### src/rtl/mem_pkg.sv
// Shared encodings and limits for the sized data memory.
// Purely declarative, so it adds no latency.
// No flow control lives here.
package mem_pkg;

    localparam logic [1:0] MEM_SIZE_BYTE = 2'b00;
    localparam logic [1:0] MEM_SIZE_HALF = 2'b01;
    localparam logic [1:0] MEM_SIZE_WORD = 2'b10;
    localparam logic [1:0] MEM_SIZE_RSVD = 2'b11;

    localparam int READ_LATENCY_MAX = 4;

    typedef enum logic {
        ST_CLEAR = 1'b0,
        ST_READY = 1'b1
    } mem_state_e;

    // Byte-lane enables for a store of the given size at the given byte offset.
    function automatic logic [3:0] store_lanes(input logic [1:0] size, input logic [1:0] offset);
        logic [3:0] lanes;
        lanes = 4'b0000;
        case (size)
            MEM_SIZE_BYTE: lanes = 4'b0001 << offset;
            MEM_SIZE_HALF: lanes = offset[1] ? 4'b1100 : 4'b0011;
            MEM_SIZE_WORD: lanes = 4'b1111;
            default:       lanes = 4'b0000;
        endcase
        return lanes;
    endfunction

endpackage

### src/rtl/mem_load_align.sv
// Lane select and sign/zero extension of a load result from a 32-bit word.
// Purely combinational, zero latency.
// No flow control; follows its inputs directly.
module mem_load_align
    import mem_pkg::*;
(
    input  logic [31:0] word,
    input  logic [1:0]  size,
    input  logic [1:0]  offset,
    input  logic        ext_unsigned,
    output logic [31:0] data
);

    logic [7:0]  byte_sel;
    logic [15:0] half_sel;

    // Pick the addressed lane, then extend it according to size and signedness.
    always_comb begin
        byte_sel = word[{offset, 3'b000} +: 8];
        half_sel = offset[1] ? word[31:16] : word[15:0];
        data     = '0;
        case (size)
            MEM_SIZE_BYTE: data = ext_unsigned ? {24'b0, byte_sel} : {{24{byte_sel[7]}}, byte_sel};
            MEM_SIZE_HALF: data = ext_unsigned ? {16'b0, half_sel} : {{16{half_sel[15]}}, half_sel};
            MEM_SIZE_WORD: data = word;
            default:       data = '0;
        endcase
    end

endmodule

### src/rtl/data_memory_sized.sv
// Single-port byte/half/word data memory with in-order, fixed-latency responses.
// Latency: READ_LATENCY cycles from acceptance to resp_valid, one request per cycle.
// Backpressure: req_ready low only during reset and the post-reset clear sweep; responses never stall.
module data_memory_sized
    import mem_pkg::*;
#(
    parameter int DEPTH          = 64,
    parameter int ADDR_WIDTH     = 32,
    parameter int READ_LATENCY   = 1,
    parameter int CLEAR_ON_RESET = 1
) (
    input  logic                  CLK,
    input  logic                  RST,
    input  logic                  req_valid,
    output logic                  req_ready,
    input  logic                  req_write,
    input  logic [1:0]            req_size,
    input  logic                  req_unsigned,
    input  logic [ADDR_WIDTH-1:0] address,
    input  logic [31:0]           write_data,
    output logic                  resp_valid,
    output logic                  resp_err,
    output logic [31:0]           read_data
);

    localparam int IDX_W = $clog2(DEPTH);
    // Out-of-range latencies are clamped to the supported 1..READ_LATENCY_MAX window.
    localparam int LAT   = (READ_LATENCY > READ_LATENCY_MAX) ? READ_LATENCY_MAX :
                           (READ_LATENCY < 1) ? 1 : READ_LATENCY;

    logic [31:0]      mem_arr [DEPTH];
    mem_state_e       state_q, state_d;
    logic [IDX_W-1:0] clr_idx;

    logic             accept;
    logic [IDX_W-1:0] word_idx;
    logic [1:0]       offset;
    logic             out_of_range;
    logic             misaligned;
    logic             size_rsvd;
    logic             access_err;
    logic [3:0]       store_be;
    logic [31:0]      store_dat;
    logic [31:0]      rd_word;
    logic [31:0]      ld_data;
    logic [31:0]      resp_dat_in;

    logic [LAT-1:0]   pipe_vld;
    logic [LAT-1:0]   pipe_err;
    logic [31:0]      pipe_dat [LAT];

    assign word_idx     = address[IDX_W+1:2];
    assign offset       = address[1:0];
    assign out_of_range = |address[ADDR_WIDTH-1:IDX_W+2];
    assign size_rsvd    = (req_size == MEM_SIZE_RSVD);
    assign access_err   = out_of_range | misaligned | size_rsvd;

    // Ready is a pure function of state and reset so it never waits on req_valid.
    assign req_ready = (state_q == ST_READY) && !RST;
    assign accept    = req_valid && req_ready;

    // Alignment rules: halves need an even address, words need a 4-byte aligned address.
    always_comb begin
        misaligned = 1'b0;
        case (req_size)
            MEM_SIZE_HALF: misaligned = offset[0];
            MEM_SIZE_WORD: misaligned = (offset != 2'b00);
            default:       misaligned = 1'b0;
        endcase
    end

    // State register; reset chooses between the clear sweep and immediate service.
    always_ff @(posedge CLK) begin
        if (RST) begin
            state_q <= (CLEAR_ON_RESET != 0) ? ST_CLEAR : ST_READY;
        end else begin
            state_q <= state_d;
        end
    end

    // Leave the clear sweep once the last word index has been written.
    always_comb begin
        state_d = state_q;
        case (state_q)
            ST_CLEAR: if (clr_idx == IDX_W'(DEPTH - 1)) state_d = ST_READY;
            ST_READY: state_d = ST_READY;
            default:  state_d = ST_READY;
        endcase
    end

    // Sweep pointer walks 0..DEPTH-1 while clearing and restarts on every reset.
    always_ff @(posedge CLK) begin
        if (RST) begin
            clr_idx <= '0;
        end else if (state_q == ST_CLEAR) begin
            clr_idx <= clr_idx + IDX_W'(1);
        end
    end

    // Replicate store data into every lane so the byte enables alone pick the target.
    always_comb begin
        store_be  = store_lanes(req_size, offset);
        store_dat = write_data;
        case (req_size)
            MEM_SIZE_BYTE: store_dat = {4{write_data[7:0]}};
            MEM_SIZE_HALF: store_dat = {2{write_data[15:0]}};
            default:       store_dat = write_data;
        endcase
    end

    // Array writes: clear sweep, or a successful store committed on its acceptance edge.
    always_ff @(posedge CLK) begin
        if (state_q == ST_CLEAR && !RST) begin
            mem_arr[clr_idx] <= '0;
        end else if (accept && req_write && !access_err) begin
            for (int l = 0; l < 4; l++) begin
                if (store_be[l]) mem_arr[word_idx][8*l +: 8] <= store_dat[8*l +: 8];
            end
        end
    end

    // Combinational read so a load right after a store to the same word sees the new data.
    assign rd_word = mem_arr[word_idx];

    mem_load_align u_load_align (
        .word         (rd_word),
        .size         (req_size),
        .offset       (offset),
        .ext_unsigned (req_unsigned),
        .data         (ld_data)
    );

    assign resp_dat_in = (req_write || access_err) ? 32'd0 : ld_data;

    // Response shift pipe; reset drops everything in flight.
    always_ff @(posedge CLK) begin
        if (RST) begin
            pipe_vld <= '0;
            pipe_err <= '0;
            for (int i = 0; i < LAT; i++) pipe_dat[i] <= '0;
        end else begin
            pipe_vld[0] <= accept;
            pipe_err[0] <= accept && access_err;
            pipe_dat[0] <= accept ? resp_dat_in : 32'd0;
            for (int i = 1; i < LAT; i++) begin
                pipe_vld[i] <= pipe_vld[i-1];
                pipe_err[i] <= pipe_err[i-1];
                pipe_dat[i] <= pipe_dat[i-1];
            end
        end
    end

    assign resp_valid = pipe_vld[LAT-1];
    assign resp_err   = pipe_err[LAT-1];
    assign read_data  = pipe_dat[LAT-1];

endmodule

### config.mk
export PLATFORM = sky130hd
export DESIGN_NAME = data_memory_sized
export DESIGN_NICKNAME = d
export VERILOG_FILES = /design/src/rtl/mem_pkg.sv /design/src/rtl/mem_load_align.sv /design/src/rtl/data_memory_sized.sv
export SDC_FILE = /design/constraint.sdc
export NUM_CORES = 2
export LEC_CHECK = 0
export ABC_CLOCK_PERIOD_IN_PS = 12100
export CORE_AREA = 2 2 283 495
export CTS_CLUSTER_DIAMETER = 40
export DETAILED_ROUTE_END_ITERATION = 16
export DIE_AREA = 0 0 285 497
export DONT_BUFFER_PORTS = 1
export MAX_ROUTING_LAYER = met4
export PLACE_DENSITY_LB_ADDON = 0.12
export SLEW_MARGIN = 0
export SYNTH_ARGS = -nofsm -noshare
export SYNTH_HDL_FRONTEND = slang
export SYNTH_SLANG_ARGS = --single-unit
### constraint.sdc
create_clock -name CLK -period 12.1 [get_ports CLK]
set_clock_uncertainty 0.15 [all_clocks]
set_input_delay 2.42 -clock CLK [delete_from_list [all_inputs] [get_ports CLK]]
set_output_delay 2.42 -clock CLK [all_outputs]
set_load 0.02 [all_outputs]
==> reports/results.txt <==
# fillers: 8798
Root Driver: clkbuf_16
DRC: 0
detailed placer's ending HPWL: 138 mm
first-pass GRT wire length: 320 mm
CP Capture Type: flop
Final Core Density: 0.658
CTS Hold Buffers Added: 0
Post-synth EDFFs: 2048
Synth Instances: 3902
Post-DRT Antenna Nets: 0
slowest CP cell: o31ai_2
commonest non-fill, non-tap cells in the layout: 2048 x edfxtp_1, 526 x mux4_2, 214 x nor3_1, 185 x clkbuf_16, 129 x mux2i_1
endpoints failing setup: 0
die area: 142000 um2
status: finished clean
I/O Pins: 106
YS warnings: 0
Placed Cells: 5545
Nets: 3982
worst hold path class: flop to flop
Lkg Pwr: 25.4 nW
vias: 41500
Rows: 180
Largest delay share family, worst path: compound AO/OA/AOI/OAI gates
Syn Nets: 3978
Final GP Congestion: 0.928
worst path bufs/invs: 2
Startpoint Class: input port
CP Max Fanout: 40
top layer in use: met4
non-filler cells in the finished layout: 5924
register area share after synthesis: 0.759
DRT met1 WL: 76.2 mm
Clock transition at path regs: 70 ps
CP max stage delay: 970 ps
TritonCTS clock tree: built
fin crit period: 7280 ps
Die Wd: 285 um
Stages on worst setup path: 10
H-tree lvl count: 4
Worst-Skew Late Latency: 830 ps
Fin. Hold Viols: 0
# Post-CTS Setup Buffers: 0
CTS buffer count: 179
Pre-Repair DR Iteration Count: 8
WL/cell: 38.3 um
fmax: 0.137 GHz
largest net degree at the start of global routing: 485
Initial Utilization: 0.597
met2 WL post-DR: 114 mm
Data required, critical path: 12390 ps
R2R depth: 8
Routed Wire Length: 227 mm
Netlist cell types: 71
initial antenna violation count: 33
Seq cells post-synth: 2089
Core Footprint: 137000 um2
CP cell instances: inv_1 -> ha_1 -> o21ai_0 -> nand2_1 -> a2111oi_4 -> o211ai_1 -> buf_4 -> o31ai_2 -> o21ai_1 -> nor2_1
initial DRC count: 5282
Post-Syn Area: 82100 um2
Final Max Tran Viols: 0
Syn Area/Cell: 21.0 um2
Data arrival, critical path: 7560 ps
Post-synth ARST share: 0
synthesis-to-finish area growth: 10.1%
Die Y: 497 um
cts repair resizes: 0
Slew HR: 0.0762
Pwr per Cell Area: 157 nW/um2
Tcrit/Tclk final: 0.601
clock tree sinks: 2089
Max Cap Violations: 0
Primary FF master, synth: edfxtp_1
metal3 WL: 23.4 mm
peak supply drop: 0.150 mV
Setup TNS Final: 0 ps
drt via density: 7.01
ratio of cells with drive above 1 in the final layout: 0.251
GRT overflow: 0
unrepaired setup endpoints after global routing: false
Max clock buf depth: 3
commonest non-fill, non-tap cell in the layout: edfxtp_1
slew of the pin with the lowest slew margin: 1380 ps
vias in the first global route: 42400
critical path type: input port to flop
WHS Path Cells: 2
GRT Overall Usage: 0.334
PortBufs: 0
-- final timing paths --
kind	start	end	slack, ps
worst min-delay path	clr_idx[3]	clr_idx[3]	470
worst min register to register	clr_idx[3]	clr_idx[3]	470
worst max-delay path	req_size[1]	mem_arr[48][28]	4820
worst max register to register	state_q	mem_arr[48][28]	6000
-- worst reg2reg max path, delay by kind of cell, from the launching register on --
family                 cells  cell delay, ps
AO/OA/AOI/OAI              4            2760
AND/OR/NAND/NOR            3            1540
flip-flops                 1             720
buffers and inverters      1             550
-- logic make-up after synthesis --
family / Yosys count / share of synthesized area
DFF: 2089 / 0.759
muxes: 677 / 0.163
and+or+nand+nor: 511 / 0.0297
AOI/OAI and AO/OA: 337 / 0.0287
buffers and inverters: 279 / 0.0181
adders and majority gates: 5 / 0.000762
xor gates and xnor gates: 4 / 0.000427
-- where the power goes --
part,internal [mW],total (mW),switching (mW),leakage (nW)
registers,7.84,7.85,0.00948,17.1
logic,0.159,0.425,0.266,5.42
clock network,3.25,5.93,2.68,2.95
-- cell usage after synthesis, drive strengths merged, types with 3 or more instances --
| cell | number | area share |
|---|---|---|
| nand2b | 9 | 0.00069 |
| or2 | 6 | 0.00046 |
| a211oi | 12 | 0.0012 |
| mux2i | 129 | 0.016 |
| a21oi | 82 | 0.0050 |
| o21a | 5 | 0.00046 |
| a31oi | 21 | 0.0017 |
| nand2 | 100 | 0.0046 |
| a221oi | 14 | 0.0016 |
| a22oi | 99 | 0.0091 |
| o31ai | 5 | 0.00052 |
| o221ai | 8 | 0.00085 |
| nor2b | 11 | 0.00084 |
| nor2 | 98 | 0.0045 |
| o21ai | 29 | 0.0019 |
| a41oi | 4 | 0.00043 |
| mux2 | 22 | 0.0030 |
| ha | 5 | 0.00076 |
| inv | 12 | 0.00055 |
| nor3b | 5 | 0.00046 |
| nor3 | 216 | 0.013 |
| and3 | 7 | 0.00053 |
| o311ai | 3 | 0.00032 |
| dfxtp | 41 | 0.010 |
| buf | 148 | 0.012 |
| clkbuf | 118 | 0.0054 |
| o22ai | 18 | 0.0014 |
| nand3 | 15 | 0.00091 |
| o211ai | 19 | 0.0022 |
| and2 | 22 | 0.0017 |
| nor4 | 14 | 0.0011 |
| mux4 | 526 | 0.14 |
| edfxtp | 2048 | 0.75 |
| a22o | 4 | 0.00043 |
-- registers in the layout (all words and copies together), names as in the netlist --
name / count
mem_arr: 2048
resp_err: 1
pipe_dat: 32
clr_idx: 6
state_q: 1
resp_valid: 1
-- metrics by stage --
| stage | instance area (um2) | worst slack (ps) | hold slack (ps) | total power [mW] |
|---|---|---|---|---|
| global route | 90300 | 4620 | 507 | 14.5 |
| floorplan | 82100 | 5450 | 385 | 8.33 |
| finish | 90300 | 4820 | 468 | 14.2 |
| detailed placement | 84100 | 4190 | 449 | 8.42 |
| global placement | 84100 | 4340 | 449 | 8.41 |
| CTS | 90200 | 5050 | 453 | 14.2 |
-- per-layer routing --
metal / global-route usage / vias to the layer above
li1: - / 16500
met1: 0.400 / 21800
met2: 0.531 / 2652
met3: 0.0841 / 596
met4: 0.170 / 0
met5: - / -
-- area by class of cell --
| cell class | count | area [um2] | share of cell area |
|---|---|---|---|
| timing repair buffer | 89 | 672 | 0.00744 |
| sequential | 2089 | 62300 | 0.690 |
| tap | 1820 | 2280 | 0.0252 |
| multi-input combinational | 1534 | 18800 | 0.208 |
| antenna | 46 | 115 | 0.00127 |
| inverter | 13 | 52.6 | 0.000582 |
| clock inverter | 136 | 1400 | 0.0155 |
| clock buffer | 197 | 4680 | 0.0518 |
Note: power is estimated with default switching activity, not from simulation.
